File: config.mk
export PLATFORM = sky130hd
export DESIGN_NAME = hazard_controller
export DESIGN_NICKNAME = d
export VERILOG_FILES = /design/src/rtl/hazard_controller.sv
export SDC_FILE = /design/constraint.sdc
export NUM_CORES = 1
export LEC_CHECK = 0
export CORE_MARGIN = 2
export CORE_UTILIZATION = 45
export DETAILED_ROUTE_END_ITERATION = 6
export PLACE_DENSITY = 0.94
export SLEW_MARGIN = 10
export SYNTH_ARGS = -nofsm -noshare
export SYNTH_HDL_FRONTEND = slang
export SYNTH_SLANG_ARGS = --single-unit
File: constraint.sdc
create_clock -name clk -period 4.4 [get_ports clk]
set_input_delay 0.88 -clock clk [delete_from_list [all_inputs] [get_ports clk]]
set_output_delay 0.88 -clock clk [all_outputs]
set_load 0.01 [all_outputs]
File: src/rtl/hazard_controller.sv
// hazard_controller: per-stage enable/flush sequencing for the 5-stage core (load-use, branch redirect, memory wait, watchdog halt)
//
// Ports:
//   clk, rst                  pipeline clock (rising edge), asynchronous active-high reset
//   id_rs1, id_rs2            source registers of the instruction in decode
//   id_use_rs1, id_use_rs2    decoded instruction actually reads rs1 / rs2
//   ex_rd, ex_memread         destination and load flag of the instruction in EX
//   ex_br_taken               taken branch/jump resolved in EX this cycle
//   mem_req, mem_ready        data-memory access in MEM and its completion
//   pc_en, ifid_en, idex_en, exmem_en   stage load enables
//   ifid_flush, idex_flush, memwb_flush stage bubble strobes
//   halted                    sticky watchdog halt (cleared only by rst)
//   perf_*_cnt                saturating event counters, present only with HAZARD_PERF_CNT_EN
//
// MEM_TIMEOUT: MEM_WAIT cycles tolerated before HALT (0 disables the watchdog).
// Optional feature macro: HAZARD_PERF_CNT_EN (adds CNT_W and the perf counter outputs).
module hazard_controller #(
  parameter int MEM_TIMEOUT = 255
`ifdef HAZARD_PERF_CNT_EN
  , parameter int CNT_W = 16
`endif
) (
  input  logic             clk,
  input  logic             rst,
  input  logic [4:0]       id_rs1,
  input  logic [4:0]       id_rs2,
  input  logic             id_use_rs1,
  input  logic             id_use_rs2,
  input  logic [4:0]       ex_rd,
  input  logic             ex_memread,
  input  logic             ex_br_taken,
  input  logic             mem_req,
  input  logic             mem_ready,
  output logic             pc_en,
  output logic             ifid_en,
  output logic             ifid_flush,
  output logic             idex_en,
  output logic             idex_flush,
  output logic             exmem_en,
  output logic             memwb_flush,
`ifdef HAZARD_PERF_CNT_EN
  output logic [CNT_W-1:0] perf_loaduse_cnt,
  output logic [CNT_W-1:0] perf_flush_cnt,
  output logic [CNT_W-1:0] perf_memstall_cnt,
`endif
  output logic             halted
);
  localparam int WW = (MEM_TIMEOUT > 0) ? $clog2(MEM_TIMEOUT + 1) : 1;
  typedef enum logic [1:0] {RUN, MEM_WAIT, HALT} state_t;
  state_t r_state, w_next;
  logic [WW-1:0] r_wcnt, w_wcnt_next;
  logic w_live, w_stall, w_branch, w_loaduse;
  assign w_live = (r_state != HALT);
  // Priority: memory stall > branch flush > load-use; each condition is masked by the ones above it
  assign w_stall = w_live && mem_req && !mem_ready;
  assign w_branch = w_live && !w_stall && ex_br_taken;
  assign w_loaduse = w_live && !w_stall && !ex_br_taken && ex_memread && (ex_rd != 5'd0) &&
                     ((id_use_rs1 && (ex_rd == id_rs1)) || (id_use_rs2 && (ex_rd == id_rs2)));
  assign halted = (r_state == HALT);
  always_ff @(posedge clk or posedge rst) begin
    if (rst) begin
      r_state <= RUN;
      r_wcnt  <= '0;
    end else begin
      r_state <= w_next;
      r_wcnt  <= w_wcnt_next;
    end
  end
  always_comb begin
    w_next = r_state;
    w_wcnt_next = r_wcnt;
    case (r_state)
      RUN: begin
        if (w_stall) begin
          w_next = MEM_WAIT;
          w_wcnt_next = WW'(1);
        end
      end
      MEM_WAIT: begin
        if (!w_stall) begin
          w_next = RUN;
          w_wcnt_next = '0;
        end else if ((MEM_TIMEOUT != 0) && (r_wcnt == WW'(MEM_TIMEOUT))) begin
          w_next = HALT;
        end else begin
          w_wcnt_next = (&r_wcnt) ? r_wcnt : r_wcnt + 1'b1;
        end
      end
      default: begin
        w_next = HALT;
      end
    endcase
  end
  always_comb begin
    pc_en = 1'b1;
    ifid_en = 1'b1;
    ifid_flush = 1'b0;
    idex_en = 1'b1;
    idex_flush = 1'b0;
    exmem_en = 1'b1;
    memwb_flush = 1'b0;
    if (!w_live) begin
      pc_en = 1'b0;
      ifid_en = 1'b0;
      idex_en = 1'b0;
      exmem_en = 1'b0;
    end else if (w_stall) begin
      // Freeze everything up to EX/MEM; bubble MEM/WB so the waiting access is not written back twice
      pc_en = 1'b0;
      ifid_en = 1'b0;
      idex_en = 1'b0;
      exmem_en = 1'b0;
      memwb_flush = 1'b1;
    end else if (w_branch) begin
      ifid_flush = 1'b1;
      idex_flush = 1'b1;
    end else if (w_loaduse) begin
      pc_en = 1'b0;
      ifid_en = 1'b0;
      idex_flush = 1'b1;
    end
  end
`ifdef HAZARD_PERF_CNT_EN
  logic [CNT_W-1:0] r_lu_cnt, r_fl_cnt, r_ms_cnt;
  always_ff @(posedge clk or posedge rst) begin
    if (rst) begin
      r_lu_cnt <= '0;
      r_fl_cnt <= '0;
      r_ms_cnt <= '0;
    end else begin
      if (w_loaduse && !(&r_lu_cnt)) r_lu_cnt <= r_lu_cnt + 1'b1;
      if (w_branch && !(&r_fl_cnt)) r_fl_cnt <= r_fl_cnt + 1'b1;
      if (w_stall && !(&r_ms_cnt)) r_ms_cnt <= r_ms_cnt + 1'b1;
    end
  end
  assign perf_loaduse_cnt = r_lu_cnt;
  assign perf_flush_cnt = r_fl_cnt;
  assign perf_memstall_cnt = r_ms_cnt;
`endif
endmodule

==> metrics.yaml, run 1 <==
status: "finished clean"
die_y_um: 46.5
worstPathRequired_ns: 3.52
relSlewSlack: 0.609
cellLeakagePower_nw: 0.447
wl_um: 1940
drv_cap: 0
antenna_found_initial: 0
cts_tree: "done"
via_per_inst: 5.68
regToRegEndpoint: "r_wcnt[5]"
rr_startpoint: "r_wcnt[0]"
hold_class: "register to register"
syn_to_final_growth_pct: 38.0
grt_pass1_wl_um: 2990
r2r_cells: 5
critPathCaptureType: "primary output"
cp.arrival_ns: 2.96
met3_usage: 0.0431
layout_commonest_cell: "clkdlybuf4s50_1"
synth-seq-cells: 10
post-cts-setup-buffers: 0
ant_nets: 0
criticalPathCategory: "input port to primary output"
use_met1: 0.194
wire_per_inst_um: 13.4
final_util: 0.657
cts_resized: 0
clockRootBuffer: "clkbuf_4"
portBuffers: 30
dp_worst_setup_slack_ns: 0.608
crit_path_max_fanout: 8
maxSlewViolCount: 0
start_kind: "input port"
num_rows: 15
max_stage_delay_ns: 0.51
grt_max_degree: 11
grt_util_all_layers: 0.204
io_pins: 31
final.setup.tns_ns: 0
ctsHoldBuffers: 0
tightest_slew_ns: 0.586
async_reset_ff_frac: 1.00
path_clk_slew_ns: 0.06
hold_start: "r_wcnt[7]"
min_period_over_period: 0.872
drtPass1Iterations: 4
drc: 0
hold_violations: 0
synth_edf_count: 0
path_buf_inv: 2
p_total_mw: 0.190
layout_common_cells: "clkdlybuf4s50_1, dfrtp_1, xor2_1"
cts_buffers: 3
clock_sinks: 10
path_cells: "clkdlybuf4s50_1 -> nor2b_1 -> nor2_1 -> and2_1 -> o21bai_1 -> clkdlybuf4s50_1"
powerDensity_nw_per_um2: 169
hold_end: "r_wcnt[7]"
r2r_setup_slack_ns: 2.88
synth_cell_types: 43
drive_gt1_frac: 0.0750
coreArea_um2: 1710
use_met2: 0.381
yosysWarningCount: 0
cp_top_family: "buffers and inverters"
finalSetupViolCount: 0
clockBufferDepth: 2
clk_latency_ns: 0.26
via_count: 823
hold_path_depth: 1
layout_setup_ws_ns: 0.562
diodes: 0
crit_path_frequent_cell: "clkdlybuf4s50_1"
fmax_mhz: 261
synth-main-ff-cell: "dfrtp_1"
postSynthAreaPerCell_um2: 8.84
ir_drop_uv: 91.0
grt-ovfl-total: 0
dieArea_um2: 2160
crit_path_top_delay_cell: "nor2b_1"
nets: 146
die_x_um: 46.5
busiest_layer: "met2"
synth.cell_area_um2: 813
synth.net_count: 116
clock-skew-final_ns: 0.000611
routabilityCongestion: 0.866
synth_cells: 92
htreeDepth: 1
finalCriticalPeriod_ns: 3.84
ys_seq_area_frac: 0.308
rsz0062_at_grt: "no"
place_hpwl_um: 1560
grt_pass1_vias: 737
design_area_um2: 1120
dpl_cell_area_um2: 1100
initial_core_util: 0.476
drt_iter0_markers: 15
==> area by class of cell <==
class	instances	area (µm²)
Sequential cell	10	250
Fill cell	138	586
Tap cell	25	31.3
Clock buffer	3	22.5
Inverter	3	11.3
Timing Repair Buffer	30	300
Multi-Input combinational cell	74	507
==> where the power goes <==
group | total, mW | internal, mW | leakage [nW] | switching [mW]
clock network | 0.0621 | 0.0316 | 0.0138 | 0.0305
logic | 0.0358 | 0.0232 | 0.298 | 0.0126
registers | 0.0919 | 0.0919 | 0.135 | 0
==> cells by family after synthesis <==
group                    after synthesis  synth area share
XOR/XNOR                              11             0.118
flip-flops                            10             0.308
adder cells (fa/ha/maj)                1            0.0154
multiplexers                           1            0.0123
buffers and inverters                  8            0.0692
AND/OR/NAND/NOR                       34             0.251
AO/OA/AOI/OAI                         27             0.226
==> through the flow <==
stage                     cells  hold WS [ns]
after floorplan              92         0.467
after global placement      142         0.491
after detailed placement    142         0.495
after CTS                   145         0.501
after global routing        145         0.526
final                       145         0.500
==> cell usage after synthesis, types with 3 or more instances <==
cell / n / share of area
buf_4: 3 / 0.028
inv_1: 3 / 0.014
or3_1: 3 / 0.023
nor2_1: 5 / 0.023
o21ai_0: 5 / 0.031
a21oi_1: 4 / 0.025
nand2_1: 5 / 0.023
nor4_1: 4 / 0.031
xor2_1: 8 / 0.086
xnor2_1: 3 / 0.032
dfrtp_1: 10 / 0.31
==> worst max-delay path by stage <==
stage | endpoint | slack (ns) | cells past startpoint | startpoint
6_report | idex_flush | 0.56 | 6 | mem_req
3_5_place_dp | idex_flush | 0.61 | 6 | mem_req
2_1_floorplan | pc_en | 1.62 | 5 | ex_rd[3]
4_1_cts | idex_flush | 0.61 | 6 | mem_req
3_3_place_gp | idex_flush | 0.72 | 6 | mem_req
5_1_grt | idex_flush | 0.49 | 6 | mem_req
==> worst reg2reg max path, cell delays in order (launching register included) <==
cell	delay, ns
dfrtp_1	0.42
ha_1	0.21
nand3_1	0.16
o211ai_1	0.27
nor4_1	0.08
a221o_1	0.26
==> metal layers <==
layer  vias to the layer above  part of all wire
met4                         0             0.018
met3                         4             0.060
met5                         -                 0
met1                       385              0.38
li1                        401                 -
met2                        33              0.55
==> sequential cells by signal (all words and copies together) (netlist names) <==
register and flops:
r_wcnt 8, r_state 2
Power figures use the tool's default switching activity.
==> run 2: changes to the inputs <==
==> constraint.sdc (replaced) <==
create_clock -name clk -period 4.4 [get_ports clk]
set_input_delay 0.88 -clock clk [delete_from_list [all_inputs] [get_ports clk]]
set_output_delay 0.88 -clock clk [all_outputs]
set_load 0.005 [all_outputs]
==> metrics.yaml, run 2 (synthesis results as in run 1) <==
cp_top_family: "buffers and inverters"  # unchanged
crit_path_max_fanout: 8  # unchanged
design_area_um2: 1120  # unchanged
dpl_cell_area_um2: 1100  # unchanged
drc: 0  # unchanged
drv_cap: 0  # unchanged
antenna_found_initial: 0  # unchanged
clk_latency_ns: 0.27  # was 0.26 ns
clockPowerShare: 0.332  # was 0.327
nets: 146  # unchanged
clockRootBuffer: "clkbuf_4"  # unchanged
dieArea_um2: 2160  # unchanged
grt-ovfl-total: 0  # unchanged
p_sw_frac: 0.232  # was 0.227
min_period_over_period: 0.860  # was 0.872
io_pins: 31  # unchanged
diodes: 0  # unchanged
clockBufferDepth: 2  # unchanged
p_int_mw: 0.147  # about the same
cts_resized: 0  # unchanged
final_util: 0.657  # unchanged
regMostFlops: "r_wcnt"  # unchanged
num_rows: 15  # unchanged
die_x_um: 46.5  # unchanged
path_cells: "clkdlybuf4s50_1 -> nor2b_1 -> nor2_1 -> and2_1 -> o21bai_1 -> clkdlybuf4s50_1"  # unchanged
multiInputGateArea_um2: 507  # unchanged
portBuffers: 30  # unchanged
regArea_um2: 250  # unchanged
ant_nets: 0  # unchanged
post-cts-setup-buffers: 0  # unchanged
crit_path_top_delay_cell: "clkdlybuf4s50_1"  # was nor2b_1
clock_sinks: 10  # unchanged
routabilityCongestion: 0.866  # unchanged
wl_um: 1970  # was 1940 µm
critPathCaptureType: "primary output"  # unchanged
via_per_inst: 5.74  # was 5.68
layout_common_cells: "clkdlybuf4s50_1, dfrtp_1, xor2_1"  # unchanged
layout_setup_ws_ns: 0.617  # was 0.562 ns
p_comb_frac: 0.187  # was 0.188
htreeDepth: 1  # unchanged
initial_core_util: 0.476  # unchanged
start_kind: "input port"  # unchanged
finalSetupViolCount: 0  # unchanged
drt_iter0_markers: 22  # was 15
path_buf_inv: 2  # unchanged
max_stage_delay_ns: 0.50  # was 0.51 ns
drtPass1Iterations: 6  # was 4
status: "finished clean"  # unchanged
drive_gt1_frac: 0.0750  # unchanged
finalCriticalPeriod_ns: 3.78  # was 3.84 ns
via_count: 833  # was 823
fmax_mhz: 264  # was 261 MHz
grt_max_degree: 11  # unchanged
final.setup.tns_ns: 0  # unchanged
tightest_slew_ns: 0.557  # was 0.586 ns
finalHoldWorstSlack_ns: 0.496  # was 0.500 ns
place_hpwl_um: 1560  # about the same
top_regs: "r_wcnt: 8 flops, r_state: 2 flops"  # unchanged
relSlewSlack: 0.628  # was 0.609
p_seq_frac: 0.481  # was 0.484
coreArea_um2: 1710  # unchanged
rsz0062_at_grt: "no"  # unchanged
cellLeakagePower_nw: 0.447  # unchanged
grt_util_all_layers: 0.207  # was 0.204
die_y_um: 46.5  # unchanged
layout_commonest_cell: "clkdlybuf4s50_1"  # unchanged
grt_pass1_wl_um: 3060  # was 2990 µm
largest_register_ffs: 8  # unchanged
powerDensity_nw_per_um2: 170  # was 169 nW/µm²
path_clk_slew_ns: 0.06  # about the same
cts_buffers: 3  # unchanged
finalNonFillerCells: 145  # unchanged
maxSlewViolCount: 0  # unchanged
ctsHoldBuffers: 0  # unchanged
dp_worst_setup_slack_ns: 0.633  # was 0.608 ns
crit_path_frequent_cell: "clkdlybuf4s50_1"  # unchanged
cp.arrival_ns: 2.90  # was 2.96 ns
criticalPathCategory: "input port to primary output"  # unchanged
grt_pass1_vias: 765  # was 737
ir_drop_uv: 86.6  # was 91.0 µV
dp_cells: 142  # unchanged
hold_class: "register to register"  # unchanged
worstPathRequired_ns: 3.52  # about the same
p_total_mw: 0.191  # was 0.190 mW
p_sw_mw: 0.0443  # was 0.0431 mW
cts_tree: "done"  # unchanged
wire_per_inst_um: 13.6  # was 13.4 µm
clock-skew-final_ns: 0.00394  # was 0.000611 ns
final.fill_count: 141  # was 138
hold_violations: 0  # unchanged
syn_to_final_growth_pct: 38.0  # unchanged
## run 2: cell counts in the layout (fill, tap and decap cells not counted)
Identical to the previous run, type by type.
## run 2: worst register-to-register path, stage by stage, from the launching register on
cell      delay (ns)
dfrtp_1         0.43
ha_1            0.21
nand3_1         0.16
o211ai_1        0.27
nor4_1          0.09
a221o_1         0.27
## run 2: metal layers
layer	track usage	share of wire	up-vias	routed length (µm)
li1	-	-	400	-
met1	0.199	0.38	392	743
met2	0.375	0.54	36	1070
met3	0.0392	0.057	5	113
met4	0.166	0.022	0	44
met5	0	0	-	0
## run 2: layout make-up
class	count	area share
Timing Repair Buffer	30	0.268
Clock buffer	3	0.0201
Tap cell	25	0.0279
Inverter	3	0.0100
Multi-Input combinational cell	74	0.452
Sequential cell	10	0.223
## run 2: power groups by stage
stage / sequential [mW] / clock (mW) / combinational [mW]
5_1_grt: 0.0918 / 0.0694 / 0.0392
2_1_floorplan: 0.0936 / 0 / 0.0120
3_3_place_gp: 0.0936 / 0 / 0.0349
6_report: 0.0919 / 0.0635 / 0.0357
3_5_place_dp: 0.0936 / 0 / 0.0362
4_1_cts: 0.0919 / 0.0643 / 0.0362
## run 2: worst paths after layout
check / cells after the start / from / slack (ns) / to
worst max-delay path: 6 / mem_req / 0.62 / idex_flush
worst min-delay path: 1 / r_wcnt[7] / 0.50 / r_wcnt[7]
worst max register to register: 5 / r_wcnt[0] / 2.85 / r_wcnt[5]
worst min register to register: 1 / r_wcnt[7] / 0.50 / r_wcnt[7]
max in group asynchronous: 2 / rst / 3.24 / r_state[1]
min in group asynchronous: 2 / rst / 0.88 / r_wcnt[3]
==> run 3: changes to the inputs <==
--- a/config.mk
+++ b/config.mk
@@ -7,6 +7,7 @@
 export LEC_CHECK = 0
 export CORE_MARGIN = 2
 export CORE_UTILIZATION = 45
+export CTS_BUF_LIST = sky130_fd_sc_hd__clkbuf_8
 export DETAILED_ROUTE_END_ITERATION = 6
 export PLACE_DENSITY = 0.94
 export SLEW_MARGIN = 10
==> metrics.yaml, run 3 (synthesis results as in run 1) <==
status: "finished clean"  # unchanged
layout_commonest_cell: "clkdlybuf4s50_1"  # unchanged
max_stage_delay_ns: 0.50  # about the same
initial_core_util: 0.476  # unchanged
crit_path_frequent_cell: "clkdlybuf4s50_1"  # unchanged
largest_register_ffs: 8  # unchanged
portBuffers: 30  # unchanged
top_regs: "r_wcnt: 8 flops, r_state: 2 flops"  # unchanged
regMostFlops: "r_wcnt"  # unchanged
drive_gt1_frac: 0.0750  # unchanged
via_per_inst: 5.68  # was 5.74
cts_resized: 0  # unchanged
cellLeakagePower_nw: 0.454  # was 0.447 nW
regToRegEndpoint: "r_wcnt[5]"  # unchanged
drc: 0  # unchanged
tightest_slew_ns: 0.561  # was 0.557 ns
min_period_over_period: 0.861  # was 0.860
nets: 146  # unchanged
io_pins: 31  # unchanged
path_clk_slew_ns: 0.04  # was 0.06 ns
grt_pass1_wl_um: 3050  # was 3060 µm
multiInputGateArea_um2: 507  # unchanged
finalHoldWorstSlack_ns: 0.501  # was 0.496 ns
crit_path_max_fanout: 8  # unchanged
coreArea_um2: 1710  # unchanged
layout_setup_ws_ns: 0.610  # was 0.617 ns
cp_top_family: "buffers and inverters"  # unchanged
r2r_setup_slack_ns: 2.89  # was 2.85 ns
final.setup.tns_ns: 0  # unchanged
hold_end: "r_wcnt[7]"  # unchanged
layout_common_cells: "clkdlybuf4s50_1, dfrtp_1, xor2_1"  # unchanged
cp.arrival_ns: 2.91  # was 2.90 ns
critPathCaptureType: "primary output"  # unchanged
cts_tree: "done"  # unchanged
ant_nets: 0  # unchanged
rsz0062_at_grt: "no"  # unchanged
clockRootBuffer: "clkbuf_8"  # was clkbuf_4
regArea_um2: 250  # unchanged
powerDensity_nw_per_um2: 195  # was 170 nW/µm²
htreeDepth: 1  # unchanged
dieArea_um2: 2160  # unchanged
grt_util_all_layers: 0.209  # was 0.207
die_x_um: 46.5  # unchanged
routabilityCongestion: 0.866  # unchanged
hold_path_depth: 1  # unchanged
grt_max_degree: 11  # unchanged
syn_to_final_growth_pct: 40.3  # was 38.0%
antenna_found_initial: 0  # unchanged
diodes: 0  # unchanged
ir_drop_uv: 130  # was 86.6 µV
num_rows: 15  # unchanged
finalSetupViolCount: 0  # unchanged
finalCriticalPeriod_ns: 3.79  # was 3.78 ns
via_count: 823  # was 833
rr_startpoint: "r_wcnt[0]"  # unchanged
hold_violations: 0  # unchanged
grt_pass1_vias: 760  # was 765
maxSlewViolCount: 0  # unchanged
ctsHoldBuffers: 0  # unchanged
final.fill_count: 138  # was 141
r2r_cells: 5  # unchanged
path_cells: "clkdlybuf4s50_1 -> nor2b_1 -> nor2_1 -> and2_1 -> o21bai_1 -> clkdlybuf4s50_1"  # unchanged
die_y_um: 46.5  # unchanged
wire_per_inst_um: 13.7  # was 13.6 µm
fmax_mhz: 264  # about the same
grt-ovfl-total: 0  # unchanged
cts_buffers: 3  # unchanged
clock_sinks: 10  # unchanged
final_util: 0.668  # was 0.657
clock-skew-final_ns: 0.00140  # was 0.00394 ns
crit_path_top_delay_cell: "clkdlybuf4s50_1"  # unchanged
start_kind: "input port"  # unchanged
post-cts-setup-buffers: 0  # unchanged
hold_class: "register to register"  # unchanged
dp_worst_setup_slack_ns: 0.633  # unchanged
wl_um: 1990  # was 1970 µm
relSlewSlack: 0.625  # was 0.628
drv_cap: 0  # unchanged
worstPathRequired_ns: 3.52  # about the same
finalNonFillerCells: 145  # unchanged
criticalPathCategory: "input port to primary output"  # unchanged
clockBufferDepth: 2  # unchanged
path_buf_inv: 2  # unchanged
drt_iter0_markers: 20  # was 22
drtPass1Iterations: 4  # was 6
hold_start: "r_wcnt[7]"  # unchanged
place_hpwl_um: 1560  # unchanged
clk_latency_ns: 0.24  # was 0.27 ns
dp_cells: 142  # unchanged
## run 3: layout make-up
| type | instances | share of cell area |
|---|---|---|
| timing repair buffer | 30 | 0.263 |
| clock buffer | 3 | 0.0362 |
| inverter | 3 | 0.00987 |
| tap | 25 | 0.0274 |
| sequential | 10 | 0.219 |
| multi-input combinational | 74 | 0.444 |
## run 3: per-layer routing
metal | global-route usage | vias to the layer above | routed length (µm) | share of wire
li1 | - | 398 | - | -
met1 | 0.204 | 390 | 753 | 0.38
met2 | 0.369 | 29 | 1040 | 0.52
met3 | 0.0392 | 6 | 108 | 0.054
met4 | 0.183 | 0 | 86 | 0.043
met5 | 0 | - | 0 | 0
## run 3: worst max path at each step
stage                  start         end  slack, ns  cells after the start
floorplan           ex_rd[3]       pc_en       1.66                      5
global placement     mem_req  idex_flush       0.76                      6
detailed placement   mem_req  idex_flush       0.63                      6
CTS                  mem_req  idex_flush       0.64                      6
global route         mem_req  idex_flush       0.48                      6
finish               mem_req  idex_flush       0.61                      6
## run 3: report_power, final
part           switching, mW  internal [mW]  total [mW]
sequential                 0         0.0923      0.0923
combinational         0.0125         0.0232      0.0357
clock                 0.0345         0.0598      0.0943
## run 3: stage by stage
step | area, µm² | power, mW
global route | 1140 | 0.232
finish | 1140 | 0.222
detailed placement | 1100 | 0.130
global placement | 1100 | 0.129
floorplan | 813 | 0.106
CTS | 1140 | 0.223
==> edit: new RTL, settings of run 3 <==
Re-encode `state_t` (3 states) as one-hot, 3 bits wide.
--- a/src/rtl/hazard_controller.sv
+++ b/src/rtl/hazard_controller.sv
@@ -46,7 +46,7 @@
   output logic             halted
 );
   localparam int WW = (MEM_TIMEOUT > 0) ? $clog2(MEM_TIMEOUT + 1) : 1;
-  typedef enum logic [1:0] {RUN, MEM_WAIT, HALT} state_t;
+  typedef enum logic [2:0] {RUN = 3'b001, MEM_WAIT = 3'b010, HALT = 3'b100} state_t;
   state_t r_state, w_next;
   logic [WW-1:0] r_wcnt, w_wcnt_next;
   logic w_live, w_stall, w_branch, w_loaduse;
Formal check against the unedited RTL: same outputs for any inputs over 10 cycles, from zero or initial values and one cycle with rst high; not proved beyond that.
==> edit against run 3 <==
Design area increased by 8.4%. Power grew 8.1%. Synthesized area increased by 11%. Setup slack better by 41 ps. Non-clock buffer count is the same. Via count grew 5.7%. Routed wire length increased by 10%. Sequential cell count rose by 1.
==> edit: results (changes against run 3) <==
Synthesis
  – Mapped Cells: 99 (was 92)
  – Post-synthesis xor/xnor area fraction: 0.09736 (was 0.1185)
  – Sequential fraction of the synthesis area: 0.3074 (was 0.3077)
  – Synth Area in Compound Gates: 0.2197 (was 0.2262)
  – Adder-cell area share of the yosys netlist: 0.01391 (was 0.01538)
  – Mux contribution to synthesized area: 0.02225 (was 0.01231)
  – Top post-synthesis cells by area: dfrtp_1 28%, xor2_1 7.8%, o21ai_0 4.5% (was dfrtp_1 31%, xor2_1 8.6%, xnor2_1 3.2%)
  – Post-synth top cells: 10 x dfrtp_1, 8 x o21ai_0, 8 x xor2_1, 7 x nor2_1 (was 10 x dfrtp_1, 8 x xor2_1, 5 x nand2_1, 5 x nor2_1, 5 x o21ai_0)
  – Synth unique cells: 46 (was 43)

Pwr
  – Clock power frac: 0.411 (was 0.424)
  – VDD IR max: 0.0001688 V (was 0.0001301 V)
  – Internal power: 0.1873 mW (was 0.1752 mW)
  – Power Sequential: 0.103 mW (was 0.0923 mW)

Setup path
  – Max incr delay on CP: 470 ps (was 500 ps)
  – R2R Setup Slk: 2670 ps (was 2890 ps)
  – Crit-path max FO: 3 (was 8)
  – Worst setup path startpoint: ex_rd[3] (was mem_req)

Detailed routing
  – DR WL/cell: 14.04 um (was 13.72 um)
  – Metal-1 WL: 1.053 mm (was 753 um)
  – Drt via density: 5.577 (was 5.676)
  – Iteration-0 DRC count of the detailed router: 18 (was 20)
  – Routed wl met3: 171 um (was 108 um)
  – Vias post-DR: 870 (was 823)

Placement
  – Place WS: 668.9 ps (was 633.5 ps)
  – Post-DP Area: 1192 um2 (was 1100 um2)
  – Final Wtd Congestion: 0.8720 (was 0.8655)

GRT
  – Largest net degree at the start of global routing: 12 (was 11)
  – First-pass GRT wire length: 3.801 mm (was 3.049 mm)
  – Met1 Use GR: 0.2706 (was 0.2037)

Timing
  – Achievable Freq: 266.8 MHz (was 263.9 MHz)
  – Slew HR: 0.6636 (was 0.6253)
  – Skew final: 1.635 ps (was 1.400 ps)

Final layout
  – Fraction of area in multi-input gates: 0.4641 (was 0.4441)
  – Biggest regs: r_wcnt (8), r_state (3) (was r_wcnt (8), r_state (2))
  – Nets: 154 (was 146)
  – Fillers: 155 (was 138)
  – Non-clock buffer share: 0.2427 (was 0.2632)
  – Seq area share: 0.2235 (was 0.2193)
  – Multi-input gate count: 82 (was 74)
  – Non-Clock Inverter Count: 2 (was 3)

Clocking
  – Clk sinks: 11 (was 10)

Floorplanning
  – Die W: 48.71 um (was 46.51 um)

Run status
  – Status: finished clean (unchanged)
[edit: changes by cell type in the layout (fill, tap and decap cells not counted), sizes merged, moves of 2 or more]
cell | run 3 | this run
or3 | 3 | 1
nor2 | 6 | 8
nand3 | 2 | 5
o22a | 0 | 2
nor4 | 4 | 6
[edit: worst min-delay path by stage]
stage               slack, ps  depth (start not counted)                      to                    from
floorplan                 480                          1  r_state[0]$_DFFE_PP1P_  r_state[2]$_DFFE_PP0P_
global placement          520                          1  r_state[0]$_DFFE_PP1P_  r_state[2]$_DFFE_PP0P_
detailed placement        530                          1  r_state[0]$_DFFE_PP1P_  r_state[2]$_DFFE_PP0P_
CTS                       540                          1  r_state[0]$_DFFE_PP1P_  r_state[2]$_DFFE_PP0P_
global route              570                          1   r_wcnt[5]$_DFFE_PP0P_   r_wcnt[5]$_DFFE_PP0P_
finish                    550                          1  r_state[0]$_DFFE_PP1P_  r_state[2]$_DFFE_PP0P_
